==> src/rtl/multicycle_ctrl_pkg.sv <==
// ---------------------------------------------------------------------------
// ctrl_pkg: shared definitions for the multicycle RV32I control path.
//   - FSM state encodings (4 bits)
//   - supported opcode constants
//   - alu_op codes (also consumed by the ALU decoder)
//   - alu_src_a / alu_src_b / result_src select codes
//   - ctrl_t: bundle of per-state control values
//   - opcode_supported(): helper that recognises the implemented opcodes
// ---------------------------------------------------------------------------
package ctrl_pkg;

  // FSM state encodings
  localparam logic [3:0] S_FETCH    = 4'd0;
  localparam logic [3:0] S_DECODE   = 4'd1;
  localparam logic [3:0] S_MEMADR   = 4'd2;
  localparam logic [3:0] S_MEMREAD  = 4'd3;
  localparam logic [3:0] S_MEMWB    = 4'd4;
  localparam logic [3:0] S_MEMWRITE = 4'd5;
  localparam logic [3:0] S_EXECR    = 4'd6;
  localparam logic [3:0] S_EXECI    = 4'd7;
  localparam logic [3:0] S_ALUWB    = 4'd8;
  localparam logic [3:0] S_JAL      = 4'd9;
  localparam logic [3:0] S_BEQ      = 4'd10;

  // Opcodes (instr[6:0])
  localparam logic [6:0] OP_LW     = 7'b0000011;
  localparam logic [6:0] OP_SW     = 7'b0100011;
  localparam logic [6:0] OP_R      = 7'b0110011;
  localparam logic [6:0] OP_I_ALU  = 7'b0010011;
  localparam logic [6:0] OP_JAL    = 7'b1101111;
  localparam logic [6:0] OP_BRANCH = 7'b1100011;

  // alu_op codes
  localparam logic [1:0] ALU_OP_ADD   = 2'b00;
  localparam logic [1:0] ALU_OP_SUB   = 2'b01;
  localparam logic [1:0] ALU_OP_FUNCT = 2'b10;

  // ALU operand A select
  localparam logic [1:0] SRC_A_PC    = 2'b00;
  localparam logic [1:0] SRC_A_OLDPC = 2'b01;
  localparam logic [1:0] SRC_A_RS1   = 2'b10;

  // ALU operand B select
  localparam logic [1:0] SRC_B_RS2  = 2'b00;
  localparam logic [1:0] SRC_B_IMM  = 2'b01;
  localparam logic [1:0] SRC_B_FOUR = 2'b10;

  // Result bus select
  localparam logic [1:0] RES_ALUOUT = 2'b00;
  localparam logic [1:0] RES_RDATA  = 2'b01;
  localparam logic [1:0] RES_ALU    = 2'b10;

  // Per-state control values before any input-dependent gating
  typedef struct packed {
    logic [1:0] alu_op;
    logic [1:0] alu_src_a;
    logic [1:0] alu_src_b;
    logic [1:0] result_src;
    logic       adr_src;
    logic       ir_write;
    logic       pc_write;
    logic       reg_write;
    logic       mem_write;
    logic       retire;
  } ctrl_t;

  // True for every opcode the FSM knows how to sequence
  function automatic logic opcode_supported(input logic [6:0] op);
    logic ok;
    case (op)
      OP_LW, OP_SW, OP_R, OP_I_ALU, OP_JAL, OP_BRANCH: ok = 1'b1;
      default:                                         ok = 1'b0;
    endcase
    return ok;
  endfunction

endpackage

==> src/rtl/multicycle_ctrl_if.sv <==
// ---------------------------------------------------------------------------
// multicycle_ctrl_if: bundle between the control FSM and the datapath.
//   Datapath -> control: opcode, funct3, zero, mem_ready
//   Control -> datapath: alu_op, alu_src_a, alu_src_b, result_src, adr_src,
//                        ir_write, pc_write, reg_write, mem_write,
//                        illegal_instr, retire, state_o
//   modport master: datapath side;  modport slave: controller side.
// ---------------------------------------------------------------------------
interface multicycle_ctrl_if;
  logic [6:0] opcode;
  logic [2:0] funct3;
  logic       zero;
  logic       mem_ready;
  logic [1:0] alu_op;
  logic [1:0] alu_src_a;
  logic [1:0] alu_src_b;
  logic [1:0] result_src;
  logic       adr_src;
  logic       ir_write;
  logic       pc_write;
  logic       reg_write;
  logic       mem_write;
  logic       illegal_instr;
  logic       retire;
  logic [3:0] state_o;

  modport master (
    output opcode, funct3, zero, mem_ready,
    input  alu_op, alu_src_a, alu_src_b, result_src, adr_src,
    input  ir_write, pc_write, reg_write, mem_write,
    input  illegal_instr, retire, state_o
  );

  modport slave (
    input  opcode, funct3, zero, mem_ready,
    output alu_op, alu_src_a, alu_src_b, result_src, adr_src,
    output ir_write, pc_write, reg_write, mem_write,
    output illegal_instr, retire, state_o
  );
endinterface

==> src/rtl/multicycle_ctrl_outputs.sv <==
// ---------------------------------------------------------------------------
// mc_ctrl_outputs: pure combinational state -> control decoder.
//   state_i : current FSM state
//   ctrl_o  : per-state control values. ir_write/pc_write in FETCH, pc_write
//             in BEQ and retire in MEMWRITE are the ungated values; the top
//             qualifies them with mem_ready / branch outcome.
// ---------------------------------------------------------------------------
module mc_ctrl_outputs
  import ctrl_pkg::*;
(
  input  logic [3:0] state_i,
  output ctrl_t      ctrl_o
);

  // Decode control values from state; unlisted signals stay 0
  always_comb begin
    ctrl_o = '0;
    case (state_i)
      S_FETCH: begin
        ctrl_o.adr_src    = 1'b0;
        ctrl_o.alu_src_a  = SRC_A_PC;
        ctrl_o.alu_src_b  = SRC_B_FOUR;
        ctrl_o.alu_op     = ALU_OP_ADD;
        ctrl_o.result_src = RES_ALU;
        ctrl_o.ir_write   = 1'b1;
        ctrl_o.pc_write   = 1'b1;
      end
      S_DECODE: begin
        // Branch target computed early and parked in ALUOut
        ctrl_o.alu_src_a = SRC_A_OLDPC;
        ctrl_o.alu_src_b = SRC_B_IMM;
        ctrl_o.alu_op    = ALU_OP_ADD;
      end
      S_MEMADR: begin
        ctrl_o.alu_src_a = SRC_A_RS1;
        ctrl_o.alu_src_b = SRC_B_IMM;
        ctrl_o.alu_op    = ALU_OP_ADD;
      end
      S_MEMREAD: begin
        ctrl_o.adr_src    = 1'b1;
        ctrl_o.result_src = RES_ALUOUT;
      end
      S_MEMWB: begin
        ctrl_o.result_src = RES_RDATA;
        ctrl_o.reg_write  = 1'b1;
        ctrl_o.retire     = 1'b1;
      end
      S_MEMWRITE: begin
        ctrl_o.adr_src    = 1'b1;
        ctrl_o.result_src = RES_ALUOUT;
        ctrl_o.mem_write  = 1'b1;
        ctrl_o.retire     = 1'b1;
      end
      S_EXECR: begin
        ctrl_o.alu_src_a = SRC_A_RS1;
        ctrl_o.alu_src_b = SRC_B_RS2;
        ctrl_o.alu_op    = ALU_OP_FUNCT;
      end
      S_EXECI: begin
        ctrl_o.alu_src_a = SRC_A_RS1;
        ctrl_o.alu_src_b = SRC_B_IMM;
        ctrl_o.alu_op    = ALU_OP_FUNCT;
      end
      S_ALUWB: begin
        ctrl_o.result_src = RES_ALUOUT;
        ctrl_o.reg_write  = 1'b1;
        ctrl_o.retire     = 1'b1;
      end
      S_JAL: begin
        // PC <- branch target from ALUOut while ALU forms OldPC+4 for rd
        ctrl_o.alu_src_a  = SRC_A_OLDPC;
        ctrl_o.alu_src_b  = SRC_B_FOUR;
        ctrl_o.alu_op     = ALU_OP_ADD;
        ctrl_o.result_src = RES_ALUOUT;
        ctrl_o.pc_write   = 1'b1;
      end
      S_BEQ: begin
        ctrl_o.alu_src_a  = SRC_A_RS1;
        ctrl_o.alu_src_b  = SRC_B_RS2;
        ctrl_o.alu_op     = ALU_OP_SUB;
        ctrl_o.result_src = RES_ALUOUT;
        ctrl_o.pc_write   = 1'b1;
        ctrl_o.retire     = 1'b1;
      end
      default: ctrl_o = '0;
    endcase
  end

endmodule

==> src/rtl/multicycle_ctrl.sv <==
// ---------------------------------------------------------------------------
// multicycle_ctrl: main control FSM of the multicycle RV32I core.
//   clk   : core clock, rising edge
//   rst_n : synchronous active-low reset
//   bus   : multicycle_ctrl_if.slave (opcode/funct3/zero/mem_ready in,
//           ALU/mux selects, write enables, illegal_instr, retire,
//           state_o out)
// Parameter ENABLE_BNE: 1 -> branch taken = zero ^ funct3[0] (beq/bne),
//                       0 -> branch taken = zero (funct3 ignored).
// ---------------------------------------------------------------------------
module multicycle_ctrl
  import ctrl_pkg::*;
#(
  parameter bit ENABLE_BNE = 1'b1
) (
  input  logic                   clk,
  input  logic                   rst_n,
  multicycle_ctrl_if.slave       bus
);

  logic [3:0] state_q;
  logic [3:0] state_d;
  logic [3:0] dec_state_s;
  ctrl_t      raw_s;
  logic       taken_s;
  logic       ir_write_s;
  logic       pc_write_s;
  logic       retire_s;
  logic       illegal_s;
  logic       unused_funct3_s;

  // During reset the decoder sees FETCH so selects take their FETCH values
  assign dec_state_s = rst_n ? state_q : S_FETCH;

  assign taken_s         = bus.zero ^ (ENABLE_BNE & bus.funct3[0]);
  assign unused_funct3_s = ^bus.funct3[2:1];

  mc_ctrl_outputs u_dec (
    .state_i (dec_state_s),
    .ctrl_o  (raw_s)
  );

  // Qualify state-decoded enables with mem_ready / branch outcome, kill in reset
  always_comb begin
    ir_write_s = raw_s.ir_write;
    pc_write_s = raw_s.pc_write;
    retire_s   = raw_s.retire;
    illegal_s  = 1'b0;
    case (dec_state_s)
      S_FETCH: begin
        ir_write_s = raw_s.ir_write & bus.mem_ready;
        pc_write_s = raw_s.pc_write & bus.mem_ready;
      end
      S_MEMWRITE: retire_s   = raw_s.retire & bus.mem_ready;
      S_BEQ:      pc_write_s = raw_s.pc_write & taken_s;
      S_DECODE:   illegal_s  = ~opcode_supported(bus.opcode);
      default: begin
        ir_write_s = raw_s.ir_write;
        pc_write_s = raw_s.pc_write;
        retire_s   = raw_s.retire;
        illegal_s  = 1'b0;
      end
    endcase
    if (!rst_n) begin
      ir_write_s = 1'b0;
      pc_write_s = 1'b0;
      retire_s   = 1'b0;
      illegal_s  = 1'b0;
    end else begin
      illegal_s = illegal_s;
    end
  end

  // Next-state logic; unreachable encodings recover to FETCH
  always_comb begin
    state_d = S_FETCH;
    case (state_q)
      S_FETCH:    state_d = bus.mem_ready ? S_DECODE : S_FETCH;
      S_DECODE: begin
        case (bus.opcode)
          OP_LW, OP_SW: state_d = S_MEMADR;
          OP_R:         state_d = S_EXECR;
          OP_I_ALU:     state_d = S_EXECI;
          OP_JAL:       state_d = S_JAL;
          OP_BRANCH:    state_d = S_BEQ;
          default:      state_d = S_FETCH;
        endcase
      end
      // opcode[5] separates SW (1) from LW (0)
      S_MEMADR:   state_d = bus.opcode[5] ? S_MEMWRITE : S_MEMREAD;
      S_MEMREAD:  state_d = bus.mem_ready ? S_MEMWB : S_MEMREAD;
      S_MEMWB:    state_d = S_FETCH;
      S_MEMWRITE: state_d = bus.mem_ready ? S_FETCH : S_MEMWRITE;
      S_EXECR:    state_d = S_ALUWB;
      S_EXECI:    state_d = S_ALUWB;
      S_ALUWB:    state_d = S_FETCH;
      S_JAL:      state_d = S_ALUWB;
      S_BEQ:      state_d = S_FETCH;
      default:    state_d = S_FETCH;
    endcase
  end

  // State register with synchronous active-low reset
  always_ff @(posedge clk) begin
    if (!rst_n) begin
      state_q <= S_FETCH;
    end else begin
      state_q <= state_d;
    end
  end

  assign bus.alu_op        = raw_s.alu_op;
  assign bus.alu_src_a     = raw_s.alu_src_a;
  assign bus.alu_src_b     = raw_s.alu_src_b;
  assign bus.result_src    = raw_s.result_src;
  assign bus.adr_src       = raw_s.adr_src;
  assign bus.ir_write      = ir_write_s;
  assign bus.pc_write      = pc_write_s;
  assign bus.reg_write     = rst_n & raw_s.reg_write;
  assign bus.mem_write     = rst_n & raw_s.mem_write;
  assign bus.illegal_instr = illegal_s;
  assign bus.retire        = retire_s;
  assign bus.state_o       = state_q;

endmodule

==> src/flat_wrapper.sv <==
// flat-port wrapper written by rule: the top's interface ports become plain ports
module multicycle_ctrl_flat import ctrl_pkg::*;
#(
  parameter bit ENABLE_BNE = 1'b1
)
  (clk, rst_n, bus_opcode, bus_funct3, bus_zero, bus_mem_ready, bus_alu_op, bus_alu_src_a, bus_alu_src_b, bus_result_src, bus_adr_src, bus_ir_write, bus_pc_write, bus_reg_write, bus_mem_write, bus_illegal_instr, bus_retire, bus_state_o);
  multicycle_ctrl_if bus_i ();
  input  logic clk;
  input  logic rst_n;
  input wire logic [$bits(bus_i.opcode)-1:0] bus_opcode;
  input wire logic [$bits(bus_i.funct3)-1:0] bus_funct3;
  input wire logic [$bits(bus_i.zero)-1:0] bus_zero;
  input wire logic [$bits(bus_i.mem_ready)-1:0] bus_mem_ready;
  output wire logic [$bits(bus_i.alu_op)-1:0] bus_alu_op;
  output wire logic [$bits(bus_i.alu_src_a)-1:0] bus_alu_src_a;
  output wire logic [$bits(bus_i.alu_src_b)-1:0] bus_alu_src_b;
  output wire logic [$bits(bus_i.result_src)-1:0] bus_result_src;
  output wire logic [$bits(bus_i.adr_src)-1:0] bus_adr_src;
  output wire logic [$bits(bus_i.ir_write)-1:0] bus_ir_write;
  output wire logic [$bits(bus_i.pc_write)-1:0] bus_pc_write;
  output wire logic [$bits(bus_i.reg_write)-1:0] bus_reg_write;
  output wire logic [$bits(bus_i.mem_write)-1:0] bus_mem_write;
  output wire logic [$bits(bus_i.illegal_instr)-1:0] bus_illegal_instr;
  output wire logic [$bits(bus_i.retire)-1:0] bus_retire;
  output wire logic [$bits(bus_i.state_o)-1:0] bus_state_o;
  assign bus_i.opcode = bus_opcode;
  assign bus_i.funct3 = bus_funct3;
  assign bus_i.zero = bus_zero;
  assign bus_i.mem_ready = bus_mem_ready;
  assign bus_alu_op = bus_i.alu_op;
  assign bus_alu_src_a = bus_i.alu_src_a;
  assign bus_alu_src_b = bus_i.alu_src_b;
  assign bus_result_src = bus_i.result_src;
  assign bus_adr_src = bus_i.adr_src;
  assign bus_ir_write = bus_i.ir_write;
  assign bus_pc_write = bus_i.pc_write;
  assign bus_reg_write = bus_i.reg_write;
  assign bus_mem_write = bus_i.mem_write;
  assign bus_illegal_instr = bus_i.illegal_instr;
  assign bus_retire = bus_i.retire;
  assign bus_state_o = bus_i.state_o;
  multicycle_ctrl #(.ENABLE_BNE(ENABLE_BNE)) u_core (.clk(clk), .rst_n(rst_n), .bus(bus_i));
endmodule
==> config.mk <==
export PLATFORM = sky130hd
export DESIGN_NAME = multicycle_ctrl_flat
export DESIGN_NICKNAME = d
export VERILOG_FILES = /design/src/rtl/multicycle_ctrl_pkg.sv /design/src/rtl/multicycle_ctrl_if.sv /design/src/rtl/multicycle_ctrl_outputs.sv /design/src/rtl/multicycle_ctrl.sv /design/src/flat_wrapper.sv
export SDC_FILE = /design/constraint.sdc
export NUM_CORES = 1
export LEC_CHECK = 0
export CAP_MARGIN = 20
export CORE_MARGIN = 5
export CORE_UTILIZATION = 38
export CTS_BUF_LIST = sky130_fd_sc_hd__clkbuf_16
export CTS_CLUSTER_SIZE = 8
export DETAILED_ROUTE_END_ITERATION = 10
export PLACE_DENSITY = 0.81
export REMOVE_ABC_BUFFERS = 1
export SLEW_MARGIN = 20
export SYNTH_ARGS = -nofsm -noshare
export SYNTH_HDL_FRONTEND = slang
export SYNTH_SLANG_ARGS = --single-unit
==> constraint.sdc <==
create_clock -name clk -period 1.6 [get_ports clk]
set_input_delay 0.16 -clock clk [delete_from_list [all_inputs] [get_ports clk]]
set_output_delay 0.16 -clock clk [all_outputs]
set_load 0.02 [all_outputs]
# [Word-level counts from Yosys, hierarchy flattened]
# Index checks and enable logic that the tools add are counted.
[totals] inputBits=14 register_bits=4
[classes] n_reduce_logical=9 n_eq_ne=23 bitwise=8 mux=25
[ops] op="one-hot mux 6 bit (7 select lines)" n=1
[ops] op="equality test 4 x 3 -> 1 bit (second input constant)" n=7
[ops] op="one-hot mux 4 bit (6 select lines)" n=1
[ops] op="one-hot mux 4 bit (5 select lines)" n=1
[ops] op="equality test 4 x 2 -> 1 bit (second input constant)" n=4
[ops] op="equality test 4 bit (second input constant)" n=4
[ops] op="two-way mux 1 bit" n=16
[ops] op="equality test 7 x 6 -> 1 bit (second input constant)" n=2
[ops] op="equality test 7 bit (second input constant)" n=2
[ops] op="two-way mux 3 bit" n=3
[ops] op="equality test 4 x 1 -> 1 bit (second input constant)" n=2
[ops] op="zero test 4 bit" n=2
[ops] op="equality test 7 x 2 -> 1 bit (second input constant)" n=1
[ops] op="equality test 7 x 5 -> 1 bit (second input constant)" n=1
[ops] op="bitwise AND 1 bit" n=6
[ops] op="OR reduction 2 bit" n=3
[ops] op="OR reduction 3 bit" n=2
[ops] op="OR reduction 6 bit" n=1
[ops] op="two-way mux 4 bit" n=1
[ops] op="one-hot mux 2 bit (2 select lines)" n=1
[ops] op="OR reduction 4 bit" n=1
[ops] op="one-hot mux 1 bit (2 select lines)" n=1
[ops] op="NOT 1 bit" n=1
[ops] op="bitwise XOR 1 bit" n=1

# [Depth between registers and ports, before layout]
[depth] word_depth=7 ltp_mapped=5

# [By module]
# From an unflattened synthesis, not the netlist that was laid out.
[unflattened] hier_cells=93 area_unflattened_um2=609.3
[by_module_without_submodules] module="multicycle_ctrl" cells_each=63 seq_area_each_um2=80.1 area_per_inst_um2=420.4 n_inst=1
[by_module_without_submodules] module="mc_ctrl_outputs" cells_each=30 seq_area_each_um2=0.0 area_per_inst_um2=188.9 n_inst=1

# [Worst setup path before layout]
# Ideal clock, no wire load.
[synth_path] kind="register to output" start="reg u_core.state_q[0], in the netlist u_core.bus.state_o[0]" end="out bus_result_src[1]" slack_ns=-0.110 required_time_ns=1.440 stages_incl_launch_ff=4 arrival_time_ns=1.550 cell_sequence="dfxtp_1 -> buf_2 -> buf_2 -> o41ai_1"
[synth_between] elab_chain_cells=3 elab_cells_between_ends=4 classes_between="eq/ne: 1; mux: 2; reduce/logical: 1"
[synth_lines] element="start: declaration" line_no="multicycle_ctrl.sv:21" source="logic [3:0] state_q;"
[synth_lines] element="start signal: assignment" line_no="multicycle_ctrl.sv:108" source="state_q <= state_d;"
[synth_lines] element="two-way mux 4 bit (*)" line_no="multicycle_ctrl.sv:33" source="assign dec_state_s = rst_n ? state_q : S_FETCH;"
[synth_lines] element="equality test 4 x 3 -> 1 bit or zero test 4 bit (tied branches)" line_no="multicycle_ctrl_outputs.sv:18" source="case (state_i)"
[synth_lines] element="one-hot mux 2 bit (2 select lines) (*)" line_no="multicycle_ctrl_outputs.sv:18"
[synth_lines] element="end: declaration" line_no="flat_wrapper.sv:17" source="output wire logic [$bits(bus_i.result_src)-1:0] bus_result_src;"
# Mark *: on every way between the ends. The rest lies on a longest branch, timed or not.

# [Worst setup path in the final report]
[layout_path] start="reg u_core.state_q[2], in the netlist u_core.bus.state_o[2]" end="out bus_alu_src_b[0]"
[layout_between] elab_chain_cells=3 elab_cells_between_ends=9 classes_between="eq/ne: 6; mux: 2; reduce/logical: 1"
[layout_lines] element="two-way mux 4 bit (*)" line_no="multicycle_ctrl.sv:33"
[layout_lines] element="equality test 4 bit (tied with other cells)" line_no="multicycle_ctrl_outputs.sv:18"
[layout_lines] element="one-hot mux 6 bit (7 select lines) (*)" line_no="multicycle_ctrl_outputs.sv:18"
[layout_lines] element="end: declaration" line_no="flat_wrapper.sv:16" source="output wire logic [$bits(bus_i.alu_src_b)-1:0] bus_alu_src_b;"
# Marks and branches as above.

==> flow_summary.toml <==
[yosys]
synth_cell_types = 35
post_synth.cell_area_avg_um2 = 7.36
synth-seq-cells = 4
yosys.area.top_type_share_pct = 13.1
yosysSeqAreaShare_pct = 13.1
ys_warn_count = 0
synthTopCellsByCount = "10 x nand2b_1, 8 x a21oi_1, 7 x nand2_1, 7 x nor2_1, 5 x nor2b_1"
async_reset_ff_share_pct = 0
synth_most_common_cell = "nand2b_1"
syn_area_um2 = 611
ys.flop_type = "dfxtp_1"
netlist_instances = 83
synth_edf_count = 0
synth_largest_area_cell = "dfxtp_1"
synthTopCellsByArea = "dfxtp_1 13%, nand2b_1 10%, a21oi_1 6.6%"

[power]
p_leak_nw = 0.588
irDropWorstVdd_mv = 1.25
power_frac_seq_pct = 15.4
comb_power_share_pct = 24.8
switching_share_pct = 23.3
clock_power_share_pct = 59.8
p_per_area_mw_per_mm2 = 529
internal_power_uw = 505
power.switching_uw = 153

[timing]
rsz0062_at_grt = "true"
slew_headroom_pct = 76.5
whs_ps = 721
setup_viol = 2
hold_viol = 0
clock.fmax_mhz = 615
layout_min_cycle_time_ps = 1630
drv_slew = 0
worst_pin_slew_ps = 349
min_period_over_period_pct = 102
clock_skew_ps = 0.845
fin_ws_ps = -27.3
final.setup.tns_ps = -32.2

[cells_and_area]
fillCellCount = 90
final_util_pct = 81.6
diodes = 0
syn_to_final_growth_pct = 104
drive_gt1_share_pct = 44.8
layout.nets = 159
largest_reg_flops = 4
final_cells = 159

[setup_path]
crit_path_start_kind = "flip-flop"
path_class = "reg2out"
critPathMaxFanout = 10
worstPathRequired_ps = 1440
crit_arrival_ps = 1470
reg2regPathDepth = 6
cp-end-kind = "output port"

[clocking]
cts_buffer_depth = 2
cts_tree = "built"
clk_latency_ps = 220
cts_sinks = 4
clkSlewWorstSetupHoldPaths_ps = 30
cts_made_buffers = 3
root_buffer = "clkbuf_16"
cts_hold_buffers = 0
cts_max_level = 1

[placement]
place.gp.congestion = 0.869
hpwl_um = 1720
dp.cells = 153
io_buffers = 30

[grt]
grt_overflow = 0
grt_pass1_wl_um = 4410
grt_pass1_vias = 936
grt_max_degree = 19
antenna_found_initial = 0
gr-usage-all-layers_pct = 22.6

[routing]
wirelength_um = 2970
dr_wl_met2_um = 1550
via_count = 922
viasPerCell = 5.80
wl_per_cell_um = 18.7
firstDrtPassIters = 4
wl_met3_um = 195
ant_nets = 0
first_iter_violations = 40
topRoutingLayerUsed = "met4"
detail_route.wirelength.met1_um = 1050
drc = 0

[run_status]
violations = "negative setup slack"
outcome = "finished, violations left"

[flow_run]
max_cap_viol_count = 0

[worst_hold_path]
min_path_cells = 4
hold_class = "in2reg"

[floorplan]
die_w_um = 50.1
die-height_um = 50.1
rows = 14
initial_utilization_pct = 40.1
pin_count = 33
dieArea_mm2 = 0.00251
core-area_mm2 = 0.00152
==> final cells by class <==
cell class	count	area (um^2)	share of cell area [%]
Tap cell	16	20.0	1.61
Clock buffer	3	75.1	6.04
Multi-Input combinational cell	71	505	40.6
Inverter	1	3.75	0.302
Timing Repair Buffer	64	547	44.0
Sequential cell	4	92.6	7.44
==> worst paths after layout <==
path	slack [ps]	from	endpoint
min reg2reg	810	u_core.bus.state_o[2]	u_core.bus.state_o[0]
max reg2reg	70	u_core.bus.state_o[1]	u_core.bus.state_o[2]
min	720	rst_n	u_core.bus.state_o[1]
max	-30	u_core.bus.state_o[2]	bus_alu_src_b[0]
==> metal layers <==
metal | vias up | GRT usage (%)
li1 | 422 | -
met1 | 423 | 22.9
met2 | 54 | 42.1
met3 | 23 | 4.82
met5 | - | 0
met4 | 0 | 10.9
==> per-stage QoR <==
stage	total power, mW	area, um^2	setup slack (ps)
after floorplan	0.166	562	-263
after global placement	0.256	1130	-355
after detailed placement	0.262	1130	-386
after CTS	0.653	1210	1.31
after global routing	0.681	1240	-91.6
final	0.658	1240	-27.3
==> power by group through the flow <==
| stage | Clock, mW | Combinational [mW] | Sequential (mW) |
|---|---|---|---|
| after global placement | 0 | 0.150 | 0.107 |
| after global routing | 0.406 | 0.174 | 0.102 |
| after CTS | 0.393 | 0.156 | 0.104 |
| after floorplan | 0 | 0.0528 | 0.113 |
| final | 0.394 | 0.163 | 0.101 |
| after detailed placement | 0 | 0.155 | 0.107 |
==> worst max-delay path: stages (launching register included) <==
cell     delay (ps)
dfxtp_4         370
buf_4           180
xnor2_2         190
mux2i_1         120
nor2b_1         180
buf_2           200
==> logic make-up (layout without fill, tap and decap cells) <==
kind of cell | count (synthesis) | in the layout | synth area share, %
flip-flops | 4 | 4 | 13.1
multiplexers | 1 | 1 | 1.64
XOR/XNOR | 3 | 3 | 4.30
buffers and inverters | 8 | 68 | 8.60
AND/OR/NAND/NOR | 45 | 45 | 49.4
AO/OA/AOI/OAI | 22 | 22 | 23.0
==> layout by cell type, fill, tap and decap left out, types with 4 or more instances in the layout <==
cell type,count
buf_4,33
clkdlybuf4s50_1,12
nand2b_1,9
nor2_1,7
nand2_1,7
a21oi_1,7
nor2b_1,4
clkbuf_16,4
dlygate4sd2_1,4
buf_2,4
clkbuf_2,4
==> what timing repair did <==
action	CTS	global route
endpoints found under the setup margin	17	17
setup buffers	1	1
pin swaps	1	2
gates resized for setup	44	24
gates cloned	0	1
Power figures use the tool's default switching activity.
